==> src/rtl/adder_tree_arbiter.sv <==
// Round-robin front end sharing one adder_tree between NUM_REQ requesters.
// A tag FIFO of requester IDs steers each in-order tree result back to its issuer.
module adder_tree_arbiter #(
   parameter int NUM_REQ      = 4,
   parameter int NUM_INPUTS   = 10,
   parameter int INPUT_WIDTH  = 16,
   parameter int OUTPUT_WIDTH = 16,
   parameter int TAG_DEPTH    = 8
) (
   input  logic                                                  clk,
   input  logic                                                  rst,
   input  logic [NUM_REQ-1:0]                                    req_valid,
   output logic [NUM_REQ-1:0]                                    req_ready,
   input  logic [NUM_REQ-1:0][NUM_INPUTS-1:0][INPUT_WIDTH-1:0]   req_data,
   output logic                                                  tree_valid_in,
   output logic [NUM_INPUTS-1:0][INPUT_WIDTH-1:0]                tree_data_in,
   input  logic                                                  tree_valid_out,
   input  logic [OUTPUT_WIDTH-1:0]                               tree_data_out,
   output logic [NUM_REQ-1:0]                                    res_valid,
   output logic [OUTPUT_WIDTH-1:0]                               res_data,
   output logic                                                  busy,
   output logic                                                  err_unexpected
);

   localparam int PTR_W  = $clog2(NUM_REQ);
   localparam int TAG_AW = (TAG_DEPTH > 1) ? $clog2(TAG_DEPTH) : 1;
   localparam int CNT_W  = $clog2(TAG_DEPTH + 1);

   logic [PTR_W-1:0]  ptr;
   logic [PTR_W-1:0]  gnt_idx;
   logic              gnt_found;
   logic [PTR_W-1:0]  tag_mem [TAG_DEPTH];
   logic [TAG_AW-1:0] wr_ptr, rd_ptr;
   logic [CNT_W-1:0]  count, count_nxt;
   logic              can_issue, fire, pop;

   // Scan from ptr upward, wrapping at NUM_REQ; the first valid requester wins.
   always_comb begin
      int j;
      gnt_found = 1'b0;
      gnt_idx   = '0;
      j         = 0;
      for (int k = 0; k < NUM_REQ; k++) begin
         j = int'(ptr) + k;
         if (j >= NUM_REQ) j = j - NUM_REQ;
         if (!gnt_found && req_valid[j]) begin
            gnt_found = 1'b1;
            gnt_idx   = PTR_W'(j);
         end
      end
   end

   // Full test looks only at the registered count, so a same-cycle pop never frees a slot early.
   assign can_issue = (count < CNT_W'(TAG_DEPTH));
   assign fire      = gnt_found & can_issue;
   assign pop       = tree_valid_out & (count != '0);

   always_comb begin
      req_ready = '0;
      if (fire) req_ready[gnt_idx] = 1'b1;
   end

   always_comb begin
      count_nxt = count;
      case ({fire, pop})
         2'b10:   count_nxt = count + CNT_W'(1);
         2'b01:   count_nxt = count - CNT_W'(1);
         default: count_nxt = count;
      endcase
   end

   always_ff @(posedge clk) begin
      if (fire) tag_mem[wr_ptr] <= gnt_idx;
   end

   always_ff @(posedge clk or posedge rst) begin
      if (rst) begin
         ptr            <= '0;
         wr_ptr         <= '0;
         rd_ptr         <= '0;
         count          <= '0;
         busy           <= 1'b0;
         tree_valid_in  <= 1'b0;
         tree_data_in   <= '0;
         res_valid      <= '0;
         res_data       <= '0;
         err_unexpected <= 1'b0;
      end else begin
         tree_valid_in <= fire;
         if (fire) begin
            tree_data_in <= req_data[gnt_idx];
            ptr          <= (gnt_idx == PTR_W'(NUM_REQ - 1)) ? '0 : gnt_idx + PTR_W'(1);
            wr_ptr       <= (wr_ptr == TAG_AW'(TAG_DEPTH - 1)) ? '0 : wr_ptr + TAG_AW'(1);
         end
         if (pop) begin
            res_valid <= NUM_REQ'(1) << tag_mem[rd_ptr];
            res_data  <= tree_data_out;
            rd_ptr    <= (rd_ptr == TAG_AW'(TAG_DEPTH - 1)) ? '0 : rd_ptr + TAG_AW'(1);
         end else begin
            res_valid <= '0;
         end
         // A result with no outstanding tag can't be routed; latch it until reset.
         if (tree_valid_out && count == '0) err_unexpected <= 1'b1;
         count <= count_nxt;
         busy  <= (count_nxt != '0);
      end
   end

endmodule

==> config.mk <==
export PLATFORM = sky130hd
export DESIGN_NAME = adder_tree_arbiter
export DESIGN_NICKNAME = d
export VERILOG_FILES = /design/src/rtl/adder_tree_arbiter.sv
export SDC_FILE = /design/constraint.sdc
export NUM_CORES = 1
export LEC_CHECK = 0
export ABC_AREA = 1
export BUFFER_PORTS_ARGS = -buffer_cell sky130_fd_sc_hd__buf_2
export CORE_AREA = 2 2 327 329
export CTS_BUF_LIST = sky130_fd_sc_hd__clkbuf_4
export DETAILED_ROUTE_END_ITERATION = 10
export DIE_AREA = 0 0 329 331
export GPL_TIMING_DRIVEN = 0
export MAX_ROUTING_LAYER = met4
export PLACE_DENSITY = 0.45
export SKIP_CTS_REPAIR_TIMING = 1
export SLEW_MARGIN = 25
export SYNTH_ARGS = -nofsm -noshare
export SYNTH_HDL_FRONTEND = slang
export SYNTH_SLANG_ARGS = --single-unit
==> constraint.sdc <==
create_clock -name clk -period 6 [get_ports clk]
set_input_delay 0.3 -clock clk [delete_from_list [all_inputs] [get_ports clk]]
set_output_delay 0.3 -clock clk [all_outputs]
set_load 0.01 [all_outputs]
==> summary.txt, run 1 <==
=================================================================================
Run status ......................................................... finished with violations
Failing checks .....................................................  hold timing
Initial antenna violation count ....................................           23
Placeable Area .....................................................    0.105 mm2
Crit path max-delay cell type ...................................... sky130_fd_sc_hd__dlygate4sd3_1
Final Max Tran Viols ...............................................            0
Maximum number of pins on one net before global-route repair .......           88
Average cell area after synthesis ..................................     6.04 um2
Root cell of the clock tree ........................................ sky130_fd_sc_hd__clkbuf_4
Portion of synthesized cell area occupied by the leading cell type .        29.9%
Min cycle time layout ..............................................      4280 ps
Vias after detailed routing ........................................        22600
Clock-pin transition on the worst setup and hold timing paths ......        70 ps
First-pass detailed-route iteration total ..........................            7
Crit path required time ............................................      6740 ps
Drt initial violations .............................................         1298
Cell types occupying the most area after synthesis ................. sky130_fd_sc_hd__dfrtp_1 30%, sky130_fd_sc_hd__nand2_1 24%, sky130_fd_sc_hd__nand3_1 15%
Leftover overflow at the end of global routing .....................            0
Cell count after placement .........................................         4945
Drt via density ....................................................         4.12
Final Hold Violating Endpoints .....................................            1
Final wirelength ...................................................    106000 um
Number of cells on the critical path ...............................           18
H-tree Lvls ........................................................            3
Crit-path max cell delay ...........................................       580 ps
Number of storage elements in the synthesis netlist ................          211
Post-Route Skew ....................................................      35.9 ps
Most used cells in the layout excluding fill and tap cells ......... 1055 x sky130_fd_sc_hd__nand2_1, 938 x sky130_fd_sc_hd__buf_2, 509 x sky130_fd_sc_hd__inv_1
Total die area .....................................................    0.109 mm2
Min setup slack post-route .........................................      1720 ps
Number of global-route vias before repair ..........................        20600
Max Clk Rate .......................................................      234 MHz
CTS Sinks ..........................................................          211
Vertical die dimension .............................................       331 um
Fraction of final layout cells with drive strength greater than 1 ..        26.5%
Critical Path Source ............................................... ptr[1]$_DFFE_PP0P_
Total power per unit cell area .....................................   763 mW/mm2
CP Buf/Inv Count ...................................................            6
Transition time of the tightest slew-check pin .....................       918 ps
Reg2Reg Capture Point .............................................. tree_data_in[46]$_DFFE_PP0P_
Leading cell type in the layout, fill and taps excluded ............ sky130_fd_sc_hd__nand2_1
Global-route wire length before repair .............................    142000 um
Reg-to-Reg Start ................................................... ptr[1]$_DFFE_PP0P_
Num CTS Buffers ....................................................           69
Cell count after synthesis .........................................         2702
Reg2reg path depth .................................................           18
Insertion delay to the later sink of the worst-skew pair ...........       810 ps
Number of non-filler instances in the completed layout .............         5493
Post-Place Worst Slack .............................................      2430 ps
Top cell by count, worst path ...................................... sky130_fd_sc_hd__nand2_1
Crit share post-route ..............................................        71.3%
Num rows ...........................................................          119
Worst ir drop on vdd ...............................................     0.285 mV
Number of I/O pins .................................................          850
Synth-to-Final Area Change .........................................        68.1%
CTS max path bufs ..................................................            3
Class of the most critical setup path .............................. register to register
DRC errors left ....................................................            0
Worst-case headroom to the max-slew limit ..........................        38.8%
RD Place Congestion ................................................        0.938
Nature of the critical path startpoint .............................     register
Capture point of the worst path .................................... tree_data_in[46]$_DFFE_PP0P_
TritonCTS clock tree ...............................................        built
Critical path arrival ..............................................      5020 ps
Number of input and output port buffers inserted ...................          849
Number of antenna-violating nets in the routed design ..............            0
# Max-Cap Violations ...............................................            0
Critical Path End Type .............................................     register
Net count after synthesis ..........................................         3376
Crit path cell chain ............................................... inv_1, nand2_1, nand2_2, nand2_1, nand2_1, nor2_4, nand3_2, nand3_1, nand2_2, inv_2, buf_4, buf_4, nand3_1, dlygate4sd3_1, nand2_1, dlygate4sd3_1, nand2_1, nand2_1
Dpl hpwl ...........................................................     84400 um
Overall power consumption ..........................................     0.0209 W
Total global-route track usage .....................................        18.7%
Leakage ............................................................      15.9 nW
Worst Hold Class ................................................... input pin to register
Number of nets at the end of the flow ..............................         4712
Worst R2R Setup Slack ..............................................      1720 ps
Final setup fails ..................................................            0
Number of distinct library cells after synthesis ...................           30
Post-detailed-route wirelength per cell ............................      19.4 um
Cell type with the largest total area after synthesis .............. sky130_fd_sc_hd__dfrtp_1
WHS ................................................................     -39.7 ps
Sequential area share after synthesis ..............................        32.8%
Mapped cell area ...................................................   0.0163 mm2
Die Wd .............................................................       329 um
Setup repair after global routing missed its margin ................        false
Initial core utilization ...........................................        15.6%
Cell family with the largest share of critical-path delay .......... buffers and inverters
Biggest fanout along the worst timing path .........................           10
Number of warnings reported in the yosys synthesis log .............            0
Core occupancy in the finished layout ..............................        26.1%
=================================================================================
==> final cells by class <==
type | count | area [um2]
inverter | 514 | 1940
clock inverter | 17 | 128
clock buffer | 96 | 721
antenna | 22 | 55.1
tap | 1391 | 1740
multi-input combinational | 1797 | 8170
timing repair buffer | 1265 | 8470
sequential | 211 | 5360
fill | 12300 | 77500
buffer | 180 | 872
==> stage by stage <==
step / setup TNS [ps] / instance area (um2)
CTS: 0 / 23300
floorplan: 0 / 16300
global route: 0 / 27400
finish: 0 / 27400
global placement: -636510 / 22300
detailed placement: 0 / 22400
==> logic make-up after synthesis <==
| group | Yosys count | share of synthesized area, % |
|---|---|---|
| AOI/OAI and AO/OA | 30 | 0.988 |
| xor gates and xnor gates | 3 | 0.161 |
| adders and majority gates | 11 | 0.843 |
| buffers and inverters | 694 | 17.1 |
| DFF | 211 | 32.8 |
| muxes | 1 | 0.0613 |
| and+or+nand+nor | 1752 | 48.0 |
==> state kept, by name, summed over array words and instances, names as in the netlist <==
name and cells:
err_unexpected 1, ptr 2, res_valid 4, wr_ptr 3
tag_mem 16, busy 1, tree_valid_in 1, res_data 16
count 4, rd_ptr 3, tree_data_in 160
==> worst register-to-register path, delay by kind of cell, from the launching register on <==
kind / cells / cell delay [ps]
buffers and inverters: 6 / 2490
AND/OR/NAND/NOR: 12 / 1280
flip-flops: 1 / 440
==> report_power, final <==
group          switching, W  internal (W)  leakage [nW]
Sequential         0.000367       0.00222          2.53
Combinational        0.0101       0.00672          12.9
Clock              0.000763      0.000817         0.505
Total                0.0112       0.00975          15.9
==> metal layers <==
layer | vias up | wire (um) | track usage [%]
li1 | 10900 | - | -
met1 | 10600 | 44900 | 23.0
met2 | 923 | 51200 | 30.9
met3 | 146 | 7290 | 3.53
met4 | 0 | 2990 | 5.40
met5 | - | 0 | -
==> worst min-delay path by stage <==
| stage | from | endpoint | slack [ps] | depth (start not counted) |
|---|---|---|---|---|
| 3_3_place_gp | err_unexpected$_DFFE_PP0P_ | err_unexpected$_DFFE_PP0P_ | 440 | 1 |
| 3_5_place_dp | rst | tree_data_in[140]$_DFFE_PP0P_ | 380 | 2 |
| 5_1_grt | req_data[534] | tree_data_in[54]$_DFFE_PP0P_ | -30 | 6 |
| 6_report | req_data[428] | tree_data_in[108]$_DFFE_PP0P_ | -40 | 7 |
| 2_1_floorplan | tree_data_out[0] | res_data[0]$_DFFE_PP0P_ | 420 | 2 |
| 4_1_cts | rst | tree_data_in[38]$_DFFE_PP0P_ | -610 | 2 |
==> cells in the mapped netlist, drive strengths merged <==
cell type	n
a21o	1
a21oi	4
a31oi	2
buf	126
clkbuf	54
clkinv	1
dfrtp	195
edfxtp	16
ha	11
inv	513
mux2i	1
nand2	1062
nand3	491
nand3b	161
nand4	1
nor2	34
nor4	1
o21ai	18
o22ai	5
or2	2
xnor2	1
xor2	2
Power figures use the tool's default switching activity.
==> inputs of run 2 (changes only) <==
--- a/config.mk
+++ b/config.mk
@@ -7,10 +7,10 @@
 export LEC_CHECK = 0
 export ABC_AREA = 1
 export BUFFER_PORTS_ARGS = -buffer_cell sky130_fd_sc_hd__buf_2
-export CORE_AREA = 2 2 327 329
+export CORE_AREA = 2 2 335 337
 export CTS_BUF_LIST = sky130_fd_sc_hd__clkbuf_4
 export DETAILED_ROUTE_END_ITERATION = 10
-export DIE_AREA = 0 0 329 331
+export DIE_AREA = 0 0 337 339
 export GPL_TIMING_DRIVEN = 0
 export MAX_ROUTING_LAYER = met4
 export PLACE_DENSITY = 0.45
==> constraint.sdc (replaced) <==
create_clock -name clk -period 3.7 [get_ports clk]
set_input_delay 0.185 -clock clk [delete_from_list [all_inputs] [get_ports clk]]
set_output_delay 0.185 -clock clk [all_outputs]
set_load 0.01 [all_outputs]
==> run 2 against run 1 <==
Clock skew increased by 2.5 ps. First-iteration DRC count is 10% higher. Sequential share of layout area is 1.6 points lower. Fmax increased by 20%. Via count is 4.8% higher. Critical endpoint is now tree_data_in[58]$_DFFE_PP0P_. The run now ends clean. Sequential cell count unchanged.
==> summary.txt, run 2 (synthesized netlist as in run 1, its figures left out) <==
================================================================================
Run status ........................................................    completed
Root cell of the clock tree ....................................... sky130_fd_sc_hd__clkbuf_4
Total power per unit cell area ....................................  1110 mW/mm2
Most used cells in the layout excluding fill and tap cells ........ 1055 x sky130_fd_sc_hd__nand2_1, 935 x sky130_fd_sc_hd__buf_2, 637 x sky130_fd_sc_hd__dlygate4sd3_1
Max Clk Rate ......................................................      281 MHz
First-pass detailed-route iteration total .........................            6
Placeable Area ....................................................    0.110 mm2
Insertion delay to the later sink of the worst-skew pair ..........       840 ps
CTS max path bufs .................................................            3
TritonCTS clock tree ..............................................        built
Hold Path Cell Cnt ................................................            6
Worst-case headroom to the max-slew limit .........................        21.8%
Number of global-route vias before repair .........................        20700
Core occupancy in the finished layout .............................        27.1%
Final setup fails .................................................            0
Crit path cell chain .............................................. buf_4, nand2_1, nand2_2, nand2_1, nand2_1, nor2_4, nand3_2, nand2_2, buf_2, buf_2, nand3_1, nand3_1, dlygate4sd3_1, nand2_1, nand2_1, nand2_1
Biggest fanout along the worst timing path ........................           10
Maximum number of pins on one net before global-route repair ......           30
Number of antenna-violating nets in the routed design .............            0
Count of fill cells added during filler insertion .................        12400
Final Max Tran Viols ..............................................            0
Crit share post-route .............................................        96.2%
Critical path arrival .............................................      4260 ps
Overall power consumption .........................................     0.0334 W
Leftover overflow at the end of global routing ....................            0
DRC errors left ...................................................            0
Class of the most critical setup path ............................. register to register
Worst ir drop on vdd ..............................................     0.568 mV
Dpl hpwl ..........................................................     87400 um
Synth-to-Final Area Change ........................................        83.5%
CTS Sinks .........................................................          211
Number of I/O pins ................................................          850
Number of nets at the end of the flow .............................         4942
Vertical die dimension ............................................       339 um
RD Place Congestion ...............................................        0.888
Drt initial violations ............................................         1433
Clock-pin transition on the worst setup and hold timing paths .....        70 ps
Post-Route Skew ...................................................      38.4 ps
Leading cell type in the layout, fill and taps excluded ........... sky130_fd_sc_hd__nand2_1
Vias after detailed routing .......................................        23700
Initial antenna violation count ...................................           21
Num rows ..........................................................          122
Crit-path max cell delay ..........................................       580 ps
Initial core utilization ..........................................        14.8%
Total global-route track usage ....................................        18.2%
Final Hold Violating Endpoints ....................................            0
Leakage ...........................................................      16.8 nW
Critical Path End Type ............................................     register
Total die area ....................................................    0.114 mm2
Num CTS Buffers ...................................................           70
Nature of the critical path startpoint ............................     register
H-tree Lvls .......................................................            3
Crit path max-delay cell type ..................................... sky130_fd_sc_hd__dlygate4sd3_1
Post-detailed-route wirelength per cell ...........................      18.9 um
Regs by FF count .................................................. tree_data_in x160, res_data x16, tag_mem x16
Register ranked first by flip-flop count .......................... tree_data_in
Transition time of the tightest slew-check pin ....................      1170 ps
Min cycle time layout .............................................      3560 ps
Worst Hold Class .................................................. input pin to register
Fraction of final layout cells with drive strength greater than 1 .        25.3%
Die Wd ............................................................       337 um
Final wirelength ..................................................    110000 um
Reg2reg path depth ................................................           16
Top cell by count, worst path ..................................... sky130_fd_sc_hd__nand2_1
# Max-Cap Violations ..............................................            0
Number of input and output port buffers inserted ..................          849
Crit path required time ...........................................      4400 ps
Number of flip-flops under the largest register name ..............          160
Drt via density ...................................................         4.07
Setup repair after global routing missed its margin ...............         true
Global-route wire length before repair ............................    144000 um
================================================================================
==> run 2: changes by cell type in the layout (fill, tap and decap cells not counted), sizes merged <==
cell	delta
clkbuf	+9
buf	+2
clkinvlp	+4
clkinv	+5
bufinv	-2
diode	-8
inv	-1
dlygate4sd3	+224
==> run 2: per-stage QoR <==
stage               TNS (ps)  worst slack, ps  hold slack (ps)  instance area (um2)  std cells
floorplan                  0              997              302                16300       2702
global placement     -173890             -944              390                22400       5039
detailed placement     -39.3            -39.3              231                22600       5048
CTS                    -2350             -871             -766                23500       5173
finish                     0              142             44.2                30000       5823
global route           -18.9            -7.97            -1.13                30000       5820
==> run 2: worst paths after layout <==
path / startpoint / to / slack (ps)
max: ptr[0]$_DFFE_PP0P_ / tree_data_in[58]$_DFFE_PP0P_ / 140
min: req_data[522] / tree_data_in[42]$_DFFE_PP0P_ / 40
max reg2reg: ptr[0]$_DFFE_PP0P_ / tree_data_in[58]$_DFFE_PP0P_ / 140
min reg2reg: err_unexpected$_DFFE_PP0P_ / err_unexpected$_DFFE_PP0P_ / 450
max in group asynchronous: rst / tree_data_in[123]$_DFFE_PP0P_ / 2040
min in group asynchronous: rst / tree_data_in[26]$_DFFE_PP0P_ / 560
==> run 2: per-layer routing <==
| metal | vias to the layer above | part of all wire, % | global-route usage, % |
|---|---|---|---|
| met5 | - | 0 | - |
| met2 | 1018 | 47 | 29.8 |
| met1 | 11100 | 42 | 22.2 |
| li1 | 11400 | - | - |
| met4 | 0 | 3.4 | 5.60 |
| met3 | 177 | 6.9 | 3.68 |
==> run 2: critical path: cells and delay by family, from the launching register on <==
family / cells / cell delay (ps)
buffers and inverters: 4 / 1740
DFF: 1 / 400
and+or+nand+nor: 12 / 1290
==> run 2: power by group <==
group          switching (W)  internal, W  total, W  leakage [nW]
clock                0.00124      0.00126   0.00250         0.514
sequential          0.000562      0.00360   0.00416          2.53
combinational         0.0168      0.00987    0.0267          13.7
total                 0.0186       0.0147    0.0334          16.8
==> run 2: area by class of cell <==
| class | instances | area [um2] | share of cell area [%] |
|---|---|---|---|
| Timing Repair Buffer | 1496 | 10800 | 36.1 |
| Multi-Input combinational cell | 1797 | 8200 | 27.4 |
| Sequential cell | 211 | 5360 | 17.9 |
| Inverter | 514 | 1950 | 6.51 |
| Tap cell | 1488 | 1860 | 6.21 |
| Buffer | 178 | 868 | 2.90 |
| Clock buffer | 102 | 766 | 2.56 |
| Clock inverter | 23 | 100 | 0.334 |
| Antenna cell | 14 | 35.0 | 0.117 |
